<file path="config.mk">
export PLATFORM = sky130hd
export DESIGN_NAME = regfile_writeback
export DESIGN_NICKNAME = d
export VERILOG_FILES = /design/src/rtl/regfile_writeback.sv
export SDC_FILE = /design/constraint.sdc
export NUM_CORES = 1
export LEC_CHECK = 0
export CORE_ASPECT_RATIO = 1.1
export CORE_MARGIN = 4
export CORE_UTILIZATION = 35
export DETAILED_ROUTE_END_ITERATION = 8
export MAX_ROUTING_LAYER = met4
export PLACE_DENSITY_LB_ADDON = 0.12
export SLEW_MARGIN = 20
export SYNTH_ARGS = -nofsm -noshare
export SYNTH_HDL_FRONTEND = slang
export SYNTH_SLANG_ARGS = --single-unit
</file>
<file path="constraint.sdc">
create_clock -name clk -period 8.4 [get_ports clk]
set_input_delay 2.52 -clock clk [delete_from_list [all_inputs] [get_ports clk]]
set_output_delay 2.52 -clock clk [all_outputs]
set_load 0.02 [all_outputs]
</file>
<file path="src/rtl/regfile_writeback.sv">
// regfile_writeback: single write-port master for the 32x32 register file.
// Single-cycle ALU results take the port with strict priority; long-latency
// results queue in a small FIFO and drain when the ALU leaves the port idle.
// A scoreboard marks destinations with long-latency writes still outstanding.
// Optional feature macro: REGFILE_WB_FWD_EN adds two combinational forwarding
// taps on the registered write port.
module regfile_writeback #(
  parameter int DEPTH = 4,
  parameter int AW    = 5,
  parameter int DW    = 32
) (
  input  logic                 clk,
  input  logic                 rst_n,
  input  logic                 alu_valid,
  input  logic [AW-1:0]        alu_rd,
  input  logic [DW-1:0]        alu_data,
  input  logic                 lu_valid,
  output logic                 lu_ready,
  input  logic [AW-1:0]        lu_rd,
  input  logic [DW-1:0]        lu_data,
  input  logic                 issue_valid,
  input  logic [AW-1:0]        issue_rd,
  output logic                 issue_stall,
  output logic [(1<<AW)-1:0]   busy,
`ifdef REGFILE_WB_FWD_EN
  input  logic [AW-1:0]        fwd_raddr0,
  input  logic [AW-1:0]        fwd_raddr1,
  output logic                 fwd_hit0,
  output logic                 fwd_hit1,
  output logic [DW-1:0]        fwd_data0,
  output logic [DW-1:0]        fwd_data1,
`endif
  output logic                 wren,
  output logic [AW-1:0]        waddr,
  output logic [DW-1:0]        wdata
);

  localparam int NREG = 1 << AW;
  localparam int PW   = $clog2(DEPTH);
  localparam int CW   = PW + 1;

  logic [AW-1:0]   q_rd   [DEPTH];
  logic [DW-1:0]   q_data [DEPTH];
  logic [PW-1:0]   wr_ptr;
  logic [PW-1:0]   rd_ptr;
  logic [CW-1:0]   count;
  logic            alu_wr;
  logic            push;
  logic            pop;
  logic            issue_set;
  logic [NREG-1:0] busy_next;

  // Port arbitration: ALU first, FIFO head only when the ALU leaves the port free.
  // rd==0 long-latency results complete the handshake but are never queued.
  assign alu_wr    = alu_valid && (alu_rd != '0);
  assign pop       = !alu_wr && (count != '0);
  assign lu_ready  = (count < CW'(DEPTH));
  assign push      = lu_valid && lu_ready && (lu_rd != '0);
  assign issue_set = issue_valid && (issue_rd != '0) && !busy[issue_rd];
  assign issue_stall = issue_valid && busy[issue_rd];

  // FIFO storage; contents are don't-care while empty, so no reset needed.
  always_ff @(posedge clk) begin
    if (push) begin
      q_rd[wr_ptr]   <= lu_rd;
      q_data[wr_ptr] <= lu_data;
    end
  end

  // FIFO pointers and occupancy; power-of-2 depth lets pointers wrap naturally.
  always_ff @(posedge clk or negedge rst_n) begin
    if (!rst_n) begin
      wr_ptr <= '0;
      rd_ptr <= '0;
      count  <= '0;
    end else begin
      if (push) wr_ptr <= wr_ptr + PW'(1);
      if (pop)  rd_ptr <= rd_ptr + PW'(1);
      case ({push, pop})
        2'b10:   count <= count + CW'(1);
        2'b01:   count <= count - CW'(1);
        default: count <= count;
      endcase
    end
  end

  // Registered write port; address/data hold their last values when idle.
  always_ff @(posedge clk or negedge rst_n) begin
    if (!rst_n) begin
      wren  <= 1'b0;
      waddr <= '0;
      wdata <= '0;
    end else if (alu_wr) begin
      wren  <= 1'b1;
      waddr <= alu_rd;
      wdata <= alu_data;
    end else if (pop) begin
      wren  <= 1'b1;
      waddr <= q_rd[rd_ptr];
      wdata <= q_data[rd_ptr];
    end else begin
      wren  <= 1'b0;
    end
  end

  // Scoreboard next state: commit clears, then a new issue sets (set wins).
  always_comb begin
    busy_next = busy;
    if (pop)       busy_next[q_rd[rd_ptr]] = 1'b0;
    if (issue_set) busy_next[issue_rd]     = 1'b1;
    busy_next[0] = 1'b0;
  end

  // Scoreboard register.
  always_ff @(posedge clk or negedge rst_n) begin
    if (!rst_n) busy <= '0;
    else        busy <= busy_next;
  end

`ifdef REGFILE_WB_FWD_EN
  assign fwd_hit0  = wren && (waddr != '0) && (waddr == fwd_raddr0);
  assign fwd_hit1  = wren && (waddr != '0) && (waddr == fwd_raddr1);
  assign fwd_data0 = fwd_hit0 ? wdata : '0;
  assign fwd_data1 = fwd_hit1 ? wdata : '0;
`endif

endmodule

</file>
== Word-level counts from Yosys, hierarchy flattened ==
Memory sizes are Yosys's and may differ from the RTL's.
Cells that the tools add are included.
Cells by class
  add/sub/neg operators: 4
  magnitude comparators: 5
  equal/unequal tests: 2
  multiplexer cells: 17
  bitwise logic cells: 3
  reductions and logical operators: 17
Operator list (count)
  32-bit 2-to-1 mux: 4
  32-bit AND: 1
  32-bit inverter: 1
  32-bit bitwise OR: 1
  5-bit nonzero test: 3
  5-bit by 6-bit < comparator with 1-bit output, second input constant: 2
  1-bit demux with 5-bit select: 2
  5-bit by 1-bit greater-or-equal comparator with 1-bit output, second input constant: 2
  5-bit 2-to-1 mux: 2
  1-bit logical AND: 9
  1-bit 2-to-1 mux: 7
  3-bit case mux with 2 select lines: 1
  1-bit binary-select mux with 5-bit select: 1
  2-bit by 1-bit adder with 2-bit output, second input constant: 2
  2-bit nonzero test: 2
  3-bit by 1-bit adder with 3-bit output, second input constant: 1
  3-bit < comparator, second input constant: 1
  3-bit nonzero test: 1
  3-bit by 1-bit subtractor with 3-bit output, second input constant: 1
  2-bit by 1-bit == test with 1-bit output, second input constant: 1
  2-bit == test, second input constant: 1
  1-bit zero test: 2
Word-level totals
  register bits: 76
  memory bits (writable): 148
  input port bits: 84
  output and inout bits: 72
  word-level logic and storage cells: 57
  memories: 2
Memory list
  q_data: depth 4, width 32, rd ports 1, clocked after memory_dff 0, wr ports 1, RTL line 43  | logic [DW-1:0] q_data [DEPTH];
  q_rd: depth 4, width 5, rd ports 1, clocked after memory_dff 0, wr ports 1, RTL line 42  | logic [AW-1:0] q_rd [DEPTH];

== Depth between registers and ports, before layout ==
Gate-level depths: netlist (run 1).
An unclocked memory read counts as a cell.
  word-level depth: 10
  mapped depth: 10
  depth with buffers taken out: 9

== Least setup slack after synthesis (run 1) ==
OpenSTA, ideal clock, no wires.
  path type: input to output
  start point: in issue_rd[0]
  end point: out issue_stall
  arrival: 4.068 ns
  data required time: 5.880 ns
  path slack: 1.812 ns
  cell stages on the path: 6
  buffers on the path: 2
  cell sequence: buf_2 > clkbuf_1 > mux2_2 > o22ai_1 > nor3_1 > o41a_1
Between the ends
  cells in the longest elaborated chain, start to end: 3
Ends and longest elaborated chain
  from (decl): RTL line 22  | input logic [AW-1:0] issue_rd,
  1-bit binary-select mux with 5-bit select: RTL line 60  | assign issue_stall = issue_valid && busy[issue_rd];
  1-bit 2-to-1 mux (implied by the code): RTL line 60
  1-bit logical AND: RTL line 60
  to (decl): RTL line 23  | output logic issue_stall,
No other way between the ends. The select of a mux whose other input is x is not followed.

== Final worst setup path (run 1) ==
Same ends and word-level chain as after synthesis.

==> results of run 1 <==
## state kept, by name, indices dropped and copies added, names as in the netlist
signal / flops
q_data: 128
wdata: 32
busy: 31
q_rd: 20
waddr: 5
count: 3
rd_ptr: 2
wr_ptr: 2
wren: 1
## synthesized netlist by cell type (2+ instances only)
cell type and n:
sky130_fd_sc_hd__o21ai_1 5, sky130_fd_sc_hd__inv_1 24, sky130_fd_sc_hd__buf_2 7, sky130_fd_sc_hd__xor2_1 2
sky130_fd_sc_hd__xnor2_1 4, sky130_fd_sc_hd__ha_1 5, sky130_fd_sc_hd__a32oi_1 4, sky130_fd_sc_hd__nand2b_1 5
sky130_fd_sc_hd__o221ai_1 8, sky130_fd_sc_hd__o21ai_0 16, sky130_fd_sc_hd__or3b_4 3, sky130_fd_sc_hd__and2_1 4
sky130_fd_sc_hd__o41ai_1 12, sky130_fd_sc_hd__mux2_2 5, sky130_fd_sc_hd__a31oi_1 34, sky130_fd_sc_hd__a22o_1 2
sky130_fd_sc_hd__edfxtp_1 148, sky130_fd_sc_hd__clkbuf_1 18, sky130_fd_sc_hd__nor3_1 4, sky130_fd_sc_hd__or4_1 3
sky130_fd_sc_hd__mux2i_1 6, sky130_fd_sc_hd__buf_1 3, sky130_fd_sc_hd__or3_1 5, sky130_fd_sc_hd__buf_6 2
sky130_fd_sc_hd__buf_4 3, sky130_fd_sc_hd__mux4_2 42, sky130_fd_sc_hd__dfrtp_1 76, sky130_fd_sc_hd__a22oi_1 6
sky130_fd_sc_hd__nand3_1 8, sky130_fd_sc_hd__nand2_1 91, sky130_fd_sc_hd__nor2_1 44, sky130_fd_sc_hd__nand3b_1 4
## per-stage QoR
stage	hold slack [ns]	cells
2_1_floorplan	0.499	623
3_3_place_gp	0.528	1102
3_5_place_dp	0.534	1103
4_1_cts	0.543	1148
5_1_grt	0.562	1148
6_report	0.540	1148
## cell type report
class                   count  area (sq um)
repair buffers            161          1610
multi-input cells         342          2760
clock buffers              31           678
flip-flops and latches    224          6350
well taps                 352           440
fillers                  2322         14000
clock inverters            14           181
inverters                  24          90.1
## kinds of logic after synthesis
group | count (synthesis) | synth area share [%]
other cells | 1 | 0.0402
buf+inv | 57 | 2.67
mux | 54 | 11.7
fa+ha+maj | 6 | 0.886
compound gates | 95 | 7.21
xor+xnor | 6 | 0.564
simple gates | 180 | 8.88
flops | 224 | 68.1
## metal layers
layer | vias to the layer above | share of wire [%] | GRT usage [%]
li1 | 2690 | - | -
met1 | 3054 | 41 | 19.3
met2 | 185 | 50 | 27.3
met3 | 39 | 6.4 | 3.66
met4 | 0 | 2.3 | 4.65
met5 | - | 0 | -
## worst max path at each step
stage	start	to	slack, ns	cells past startpoint
2_1_floorplan	issue_rd[0]	issue_stall	1.81	6
3_3_place_gp	issue_rd[0]	issue_stall	0.74	6
3_5_place_dp	issue_rd[0]	issue_stall	0.71	6
5_1_grt	issue_rd[0]	issue_stall	0.57	6
6_report	issue_rd[0]	issue_stall	0.69	6
4_1_cts	issue_rd[0]	issue_stall	0.70	6
## power groups by stage
| stage | Combinational, mW | Sequential, mW | Clock [mW] |
|---|---|---|---|
| 5_1_grt | 1.47 | 1.56 | 1.20 |
| 3_3_place_gp | 1.36 | 1.55 | 0 |
| 4_1_cts | 1.38 | 1.54 | 1.16 |
| 2_1_floorplan | 0.716 | 1.66 | 0 |
| 6_report | 1.35 | 1.54 | 1.12 |
| 3_5_place_dp | 1.38 | 1.56 | 0 |
## tightest hold or removal path: stages, from the launching register on
cell                      delay (ns)
sky130_fd_sc_hd__dfrtp_1        0.37
sky130_fd_sc_hd__nand2_1        0.06
sky130_fd_sc_hd__a31oi_1        0.07
==> tab_implementation.tex, run 1 <==
\begin{tabular}{lr}
\hline
Metric & Value \\
\hline
\multicolumn{2}{l}{\textbf{Run status}} \\
\quad Result of the run & completed \\
\multicolumn{2}{l}{\textbf{Global route}} \\
\quad First-pass GRT wire length & 35600 um \\
\quad Total grt overflow & 0 \\
\quad Maximum number of pins on one net before global-route repair & between 70 and 80 \\
\quad Number of global-route vias before repair & $\sim$6300 \\
\quad Initial antenna violation count & 0 \\
\quad Overall Global Routing Usage & 16.1\% \\
\multicolumn{2}{l}{\textbf{Worst setup path}} \\
\quad CP required & 5.88 ns \\
\quad Crit path kind & primary input to primary output \\
\quad Worst flop-to-flop path endpoint & busy[19]\$\_DFF\_PN0\_ \\
\quad CP delay by family, top & buffers and inverters \\
\quad Source of the worst register-to-register timing path & rd\_ptr[0]\$\_DFFE\_PN0N\_ \\
\quad CP dominant cell by count & sky130\_fd\_sc\_hd\_\_clkdlybuf4s50\_1 \\
\quad Element type at the critical path end & primary output \\
\quad Worst EP arrival & 5.19 ns \\
\quad Worst-case reg-to-reg path depth & 5 \\
\quad Buf+Inv Stages, Crit Path & 2 \\
\quad Largest driver fanout on the critical path & 9 \\
\quad CP peak stage delay & 0.77 ns \\
\quad Register-to-register setup slack & slightly above 5 ns \\
\quad Cells traversed along the worst timing path & clkdlybuf4s50\_1, mux2\_2, a22oi\_1, mux2i\_1, o41a\_1, clkdlybuf4s50\_1 \\
\quad Launching element type of the critical path & primary input \\
\quad Standard cell with the maximum stage delay on the critical path & sky130\_fd\_sc\_hd\_\_clkdlybuf4s50\_1 \\
\multicolumn{2}{l}{\textbf{Layout}} \\
\quad Antenna diodes & 0 \\
\quad P\&R area growth vs syn & 29.8\% \\
\quad Final net count & slightly below 900 \\
\quad Leading cell types in the layout, fill and taps excluded & sky130\_fd\_sc\_hd\_\_clkdlybuf4s50\_1 (153), sky130\_fd\_sc\_hd\_\_edfxtp\_1 (148), sky130\_fd\_sc\_hd\_\_nand2\_1 (91) \\
\quad Cell area after layout & approximately 0.012 sq mm \\
\quad Leading cell type in the layout, fill and taps excluded & sky130\_fd\_sc\_hd\_\_clkdlybuf4s50\_1 \\
\quad Fraction of layout instances using a drive strength above 1 & 14.2\% \\
\quad Final core utilization & 46.3\% \\
\multicolumn{2}{l}{\textbf{Power and ir drop}} \\
\quad Part of the power in registers & 38.3\% \\
\quad Maximum VDD drop & 0.000146 V \\
\quad Proportion of total power due to net switching & between 30\% and 40\% \\
\quad Clock power share & 28.0\% \\
\quad Total net switching power & 1.30 mW \\
\quad Total chip power & 4.01 mW \\
\quad Power density relative to cell area & 331 mW/mm\^{}2 \\
\quad Combinational cell fraction of total power & 33.7\% \\
\quad Lkg Pwr & 4.43 nW \\
\quad Internal Power & 2.71 mW \\
\multicolumn{2}{l}{\textbf{STA}} \\
\quad RSZ-0062 raised after global routing & false \\
\quad Fraction of the cycle the final worst path needs & 91.7\% \\
\quad Setup violation total in the final timing report & 0 \\
\quad Fmax achieved & 0.130 GHz \\
\quad Number of max-slew violations in the final report & 0 \\
\quad Post-layout minimum cycle time & 7.71 ns \\
\quad Least setup slack across all paths after layout & 0.695 ns \\
\quad Largest clock skew in the final design & 0.00936 ns \\
\quad Max-Slew Margin vs Limit & 34.0\% \\
\quad Final number of hold-violating endpoints & 0 \\
\quad Pin slew with the least headroom to its limit & 0.990 ns \\
\quad Setup Total Neg Slack & 0 ns \\
\multicolumn{2}{l}{\textbf{Hold path}} \\
\quad Class of the worst hold path & register to register \\
\quad Min-Delay Startpoint & wdata[20]\$\_DFFE\_PN0P\_ \\
\quad Sink of the worst hold path & wdata[20]\$\_DFFE\_PN0P\_ \\
\quad Worst hold path stage count & 2 \\
\multicolumn{2}{l}{\textbf{Yosys}} \\
\quad Share of async-settable or async-resettable flops after synthesis & 33.9\% \\
\quad Number of enable flip-flop cells after synthesis & 148 \\
\quad Leading post-synthesis cells by cell area & sky130\_fd\_sc\_hd\_\_edfxtp\_1 (48\%), sky130\_fd\_sc\_hd\_\_dfrtp\_1 (20\%), sky130\_fd\_sc\_hd\_\_mux4\_2 (10\%), sky130\_fd\_sc\_hd\_\_nand2\_1 (3.7\%), sky130\_fd\_sc\_hd\_\_a31oi\_1 (2.3\%) \\
\quad Post-synthesis instance area & 0.00932 sq mm \\
\quad Count of mapped cells out of synthesis & 623 \\
\quad Number of synthesized register bits & 224 \\
\quad Distinct cell type count after synthesis & 52 \\
\quad Leading area contributor after synthesis & sky130\_fd\_sc\_hd\_\_edfxtp\_1 \\
\quad Most used flip-flop cell after synthesis & sky130\_fd\_sc\_hd\_\_edfxtp\_1 \\
\quad Post-synthesis area per instance & about 15 sq um \\
\quad Syn Nets & 713 \\
\quad Share of the synthesized area in the top cell type & 47.7\% \\
\quad Warning count from the yosys run & 0 \\
\quad Register area share after synthesis & 68.1\% \\
\multicolumn{2}{l}{\textbf{CTS}} \\
\quad Clk buf depth & 3 \\
\quad CTS resizes & 0 \\
\quad Buffer count from post-CTS setup fixing & 0 \\
\quad CTS Hold Buffers Added & 0 \\
\quad Buffer type at the clock tree root & sky130\_fd\_sc\_hd\_\_clkbuf\_16 \\
\quad Total number of H-tree levels & 1 \\
\quad Worst-skew pair later-pin latency & 0.50 ns \\
\quad Clock transition at the register clock pins on the worst setup and hold paths after CTS & 0.06 ns \\
\quad Clock Sinks & 224 \\
\quad Total CTS buffers & 25 \\
\quad TritonCTS clock tree & done \\
\multicolumn{2}{l}{\textbf{Floorplan}} \\
\quad Die width & 164 um \\
\quad \# IOs & roughly 160 \\
\quad Die boundary height & 179 um \\
\quad Full die area & a little under 0.03 sq mm \\
\quad Cell row count & 62 \\
\quad Total core area & 0.0261 sq mm \\
\quad Initial Util & approximately 36\% \\
\multicolumn{2}{l}{\textbf{Placed design}} \\
\quad Half-perimeter wire length of the detailed placement result & 15000 um \\
\quad Placed standard-cell area & 0.0112 sq mm \\
\quad Setup Slack @ Placement & 0.712 ns \\
\quad Routability congestion estimate & 0.899 \\
\quad I/O Buffers & 154 \\
\multicolumn{2}{l}{\textbf{Flow run}} \\
\quad Max-cap violations & 0 \\
\multicolumn{2}{l}{\textbf{Route}} \\
\quad Drt pass-1 iters & 5 \\
\quad Aggregate routed wire length & 23100 um \\
\quad Post-DRT Antenna Nets & 0 \\
\quad Remaining DRCs & 0 \\
\quad Via-to-Cell Ratio & 5.20 \\
\quad Average routed wire per standard cell & 20.1 um \\
\quad First-iteration detailed-routing DRC count & 279 \\
\quad Count of vias placed by the detailed router & 5968 \\
\hline
\end{tabular}
No activity file was read; power rests on OpenSTA's default activity.
==> run 2: changes to the inputs <==
--- a/config.mk
+++ b/config.mk
@@ -6,12 +6,11 @@
 export NUM_CORES = 1
 export LEC_CHECK = 0
 export CORE_ASPECT_RATIO = 1.1
-export CORE_MARGIN = 4
+export CORE_MARGIN = 2
 export CORE_UTILIZATION = 35
 export DETAILED_ROUTE_END_ITERATION = 8
 export MAX_ROUTING_LAYER = met4
 export PLACE_DENSITY_LB_ADDON = 0.12
-export SLEW_MARGIN = 20
 export SYNTH_ARGS = -nofsm -noshare
 export SYNTH_HDL_FRONTEND = slang
 export SYNTH_SLANG_ARGS = --single-unit
==> tab_implementation.tex, run 2 (synthesis gave the netlist of run 1 again) <==
\begin{tabular}{lr}
\hline
Metric & Value \\
\hline
\multicolumn{2}{l}{\textbf{Placed design}} \\
\quad I/O Buffers & 154 \\
\quad Routability congestion estimate & around 0.88 \\
\quad Half-perimeter wire length of the detailed placement result & 14600 um \\
\quad Setup Slack @ Placement & between 0.6 and 0.7 ns \\
\quad Post-Place Cells & about 1100 \\
\multicolumn{2}{l}{\textbf{Worst setup path}} \\
\quad Cells traversed along the worst timing path & clkdlybuf4s50\_1, mux2\_2, a22oi\_1, mux2i\_1, o41a\_1, clkdlybuf4s50\_1 \\
\quad Largest driver fanout on the critical path & 9 \\
\quad CP delay by family, top & buffers and inverters \\
\quad Element type at the critical path end & primary output \\
\quad CP dominant cell by count & sky130\_fd\_sc\_hd\_\_clkdlybuf4s50\_1 \\
\quad CP required & 5.88 ns \\
\quad Launching element type of the critical path & primary input \\
\quad CP peak stage delay & 0.77 ns \\
\quad Crit path kind & primary input to primary output \\
\quad Worst EP arrival & 5.21 ns \\
\quad Standard cell with the maximum stage delay on the critical path & sky130\_fd\_sc\_hd\_\_clkdlybuf4s50\_1 \\
\quad Buf+Inv Stages, Crit Path & 2 \\
\multicolumn{2}{l}{\textbf{Route}} \\
\quad First-iteration detailed-routing DRC count & 342 \\
\quad Drt pass-1 iters & 5 \\
\quad Via-to-Cell Ratio & $\sim$5.1 \\
\quad Post-DRT Antenna Nets & 0 \\
\quad Average routed wire per standard cell & 19.8 um \\
\quad Aggregate routed wire length & 22700 um \\
\quad Count of vias placed by the detailed router & 5899 \\
\quad Remaining DRCs & 0 \\
\multicolumn{2}{l}{\textbf{Power and ir drop}} \\
\quad Lkg Pwr & 4.38 nW \\
\quad Power density relative to cell area & approximately 330 mW/mm\^{}2 \\
\quad Maximum VDD drop & 0.000150 V \\
\multicolumn{2}{l}{\textbf{Global route}} \\
\quad Number of global-route vias before repair & 6186 \\
\quad Initial antenna violation count & 0 \\
\quad Total grt overflow & 0 \\
\quad First-pass GRT wire length & 35900 um \\
\quad Maximum number of pins on one net before global-route repair & 77 \\
\quad Overall Global Routing Usage & 16.9\% \\
\multicolumn{2}{l}{\textbf{Run status}} \\
\quad Result of the run & completed \\
\multicolumn{2}{l}{\textbf{CTS}} \\
\quad Clk buf depth & 3 \\
\quad CTS resizes & 0 \\
\quad Buffer type at the clock tree root & sky130\_fd\_sc\_hd\_\_clkbuf\_16 \\
\quad Clock transition at the register clock pins on the worst setup and hold paths after CTS & 0.06 ns \\
\quad CTS Hold Buffers Added & 0 \\
\quad TritonCTS clock tree & done \\
\quad Total number of H-tree levels & 1 \\
\quad Clock Sinks & 224 \\
\quad Buffer count from post-CTS setup fixing & 0 \\
\quad Worst-skew pair later-pin latency & 0.50 ns \\
\quad Total CTS buffers & 24 \\
\multicolumn{2}{l}{\textbf{STA}} \\
\quad Post-layout minimum cycle time & 7.73 ns \\
\quad Number of max-slew violations in the final report & 0 \\
\quad Setup violation total in the final timing report & 0 \\
\quad Fraction of the cycle the final worst path needs & 92.0\% \\
\quad Fmax achieved & 0.129 GHz \\
\quad Pin slew with the least headroom to its limit & 1.11 ns \\
\quad RSZ-0062 raised after global routing & false \\
\quad Setup Total Neg Slack & 0 ns \\
\quad Least setup slack across all paths after layout & 0.670 ns \\
\quad Largest clock skew in the final design & slightly below 0.009 ns \\
\quad Max-Slew Margin vs Limit & 25.8\% \\
\quad Final number of hold-violating endpoints & 0 \\
\multicolumn{2}{l}{\textbf{Layout}} \\
\quad Antenna diodes & 0 \\
\quad Fraction of layout instances using a drive strength above 1 & 13.7\% \\
\quad Max reg flops & about 130 \\
\quad Final core utilization & 46.0\% \\
\quad P\&R area growth vs syn & 28.9\% \\
\quad Biggest registers after layout & q\_data (128), wdata (32), busy (31) \\
\quad Reg with most FFs & q\_data \\
\quad Final net count & 866 \\
\quad Final cell count without fillers & 1146 \\
\quad Leading cell type in the layout, fill and taps excluded & sky130\_fd\_sc\_hd\_\_clkdlybuf4s50\_1 \\
\quad Leading cell types in the layout, fill and taps excluded & sky130\_fd\_sc\_hd\_\_clkdlybuf4s50\_1 (153), sky130\_fd\_sc\_hd\_\_edfxtp\_1 (148), sky130\_fd\_sc\_hd\_\_nand2\_1 (91) \\
\multicolumn{2}{l}{\textbf{Floorplan}} \\
\quad Die boundary height & $\sim$180 um \\
\quad Die width & 160 um \\
\quad Total core area & $\sim$0.026 sq mm \\
\quad Initial Util & 35.7\% \\
\quad Cell row count & 62 \\
\quad Full die area & 0.0280 sq mm \\
\quad \# IOs & 156 \\
\multicolumn{2}{l}{\textbf{Flow run}} \\
\quad Max-cap violations & 0 \\
\multicolumn{2}{l}{\textbf{Hold path}} \\
\quad Class of the worst hold path & register to register \\
\hline
\end{tabular}
[run 2: where the power goes]
group          leakage, nW  total (mW)  internal (mW)  switching (mW)
Clock                0.386        1.05          0.635           0.419
Sequential            2.19        1.54           1.41           0.123
Combinational         1.81        1.34          0.595           0.748
[run 2: path summary, 6_finish.rpt]
| kind | from | end | slack [ns] | cells after the start |
|---|---|---|---|---|
| min in group asynchronous | rst_n | busy[9]$_DFF_PN0_ | 2.20 | 1 |
| max reg2reg | rd_ptr[0]$_DFFE_PN0N_ | busy[19]$_DFF_PN0_ | 5.10 | 5 |
| min reg2reg | wdata[30]$_DFFE_PN0P_ | wdata[30]$_DFFE_PN0P_ | 0.54 | 2 |
| min | wdata[30]$_DFFE_PN0P_ | wdata[30]$_DFFE_PN0P_ | 0.54 | 2 |
| max in group asynchronous | rst_n | rd_ptr[1]$_DFFE_PN0N_ | 5.50 | 1 |
| max | issue_rd[0] | issue_stall | 0.67 | 6 |
[run 2: routing by layer]
| metal | wire length (um) | track usage [%] | part of all wire (%) | vias up |
|---|---|---|---|---|
| met4 | 381 | 4.13 | 1.7 | 0 |
| met3 | 1370 | 3.30 | 6.0 | 34 |
| met2 | 11300 | 28.6 | 50 | 196 |
| met5 | 0 | - | 0 | - |
| met1 | 9590 | 21.0 | 42 | 2983 |
| li1 | - | - | - | 2686 |
[run 2: tightest hold or removal path: stages, from the launching register on]
cell	delay, ns
sky130_fd_sc_hd__dfrtp_1	0.37
sky130_fd_sc_hd__nand2_1	0.06
sky130_fd_sc_hd__a31oi_1	0.07
[run 2: layout make-up]
| type | count | area [sq um] |
|---|---|---|
| multi-input cells | 342 | 2750 |
| flip-flops and latches | 224 | 6350 |
| fillers | 2338 | 14100 |
| clock buffers | 27 | 633 |
| clock inverters | 17 | 166 |
| repair buffers | 160 | 1580 |
| inverters | 24 | 90.1 |
| well taps | 352 | 440 |
[run 2: per-stage QoR]
stage / power, mW / cell area (sq um) / hold slack, ns
floorplan: 2.37 / 9320 / 0.499
global placement: 2.91 / 11200 / 0.528
detailed placement: 2.93 / 11200 / 0.531
global route: 4.16 / 12000 / 0.569
finish: 3.93 / 12000 / 0.539
CTS: 4.00 / 12000 / 0.540
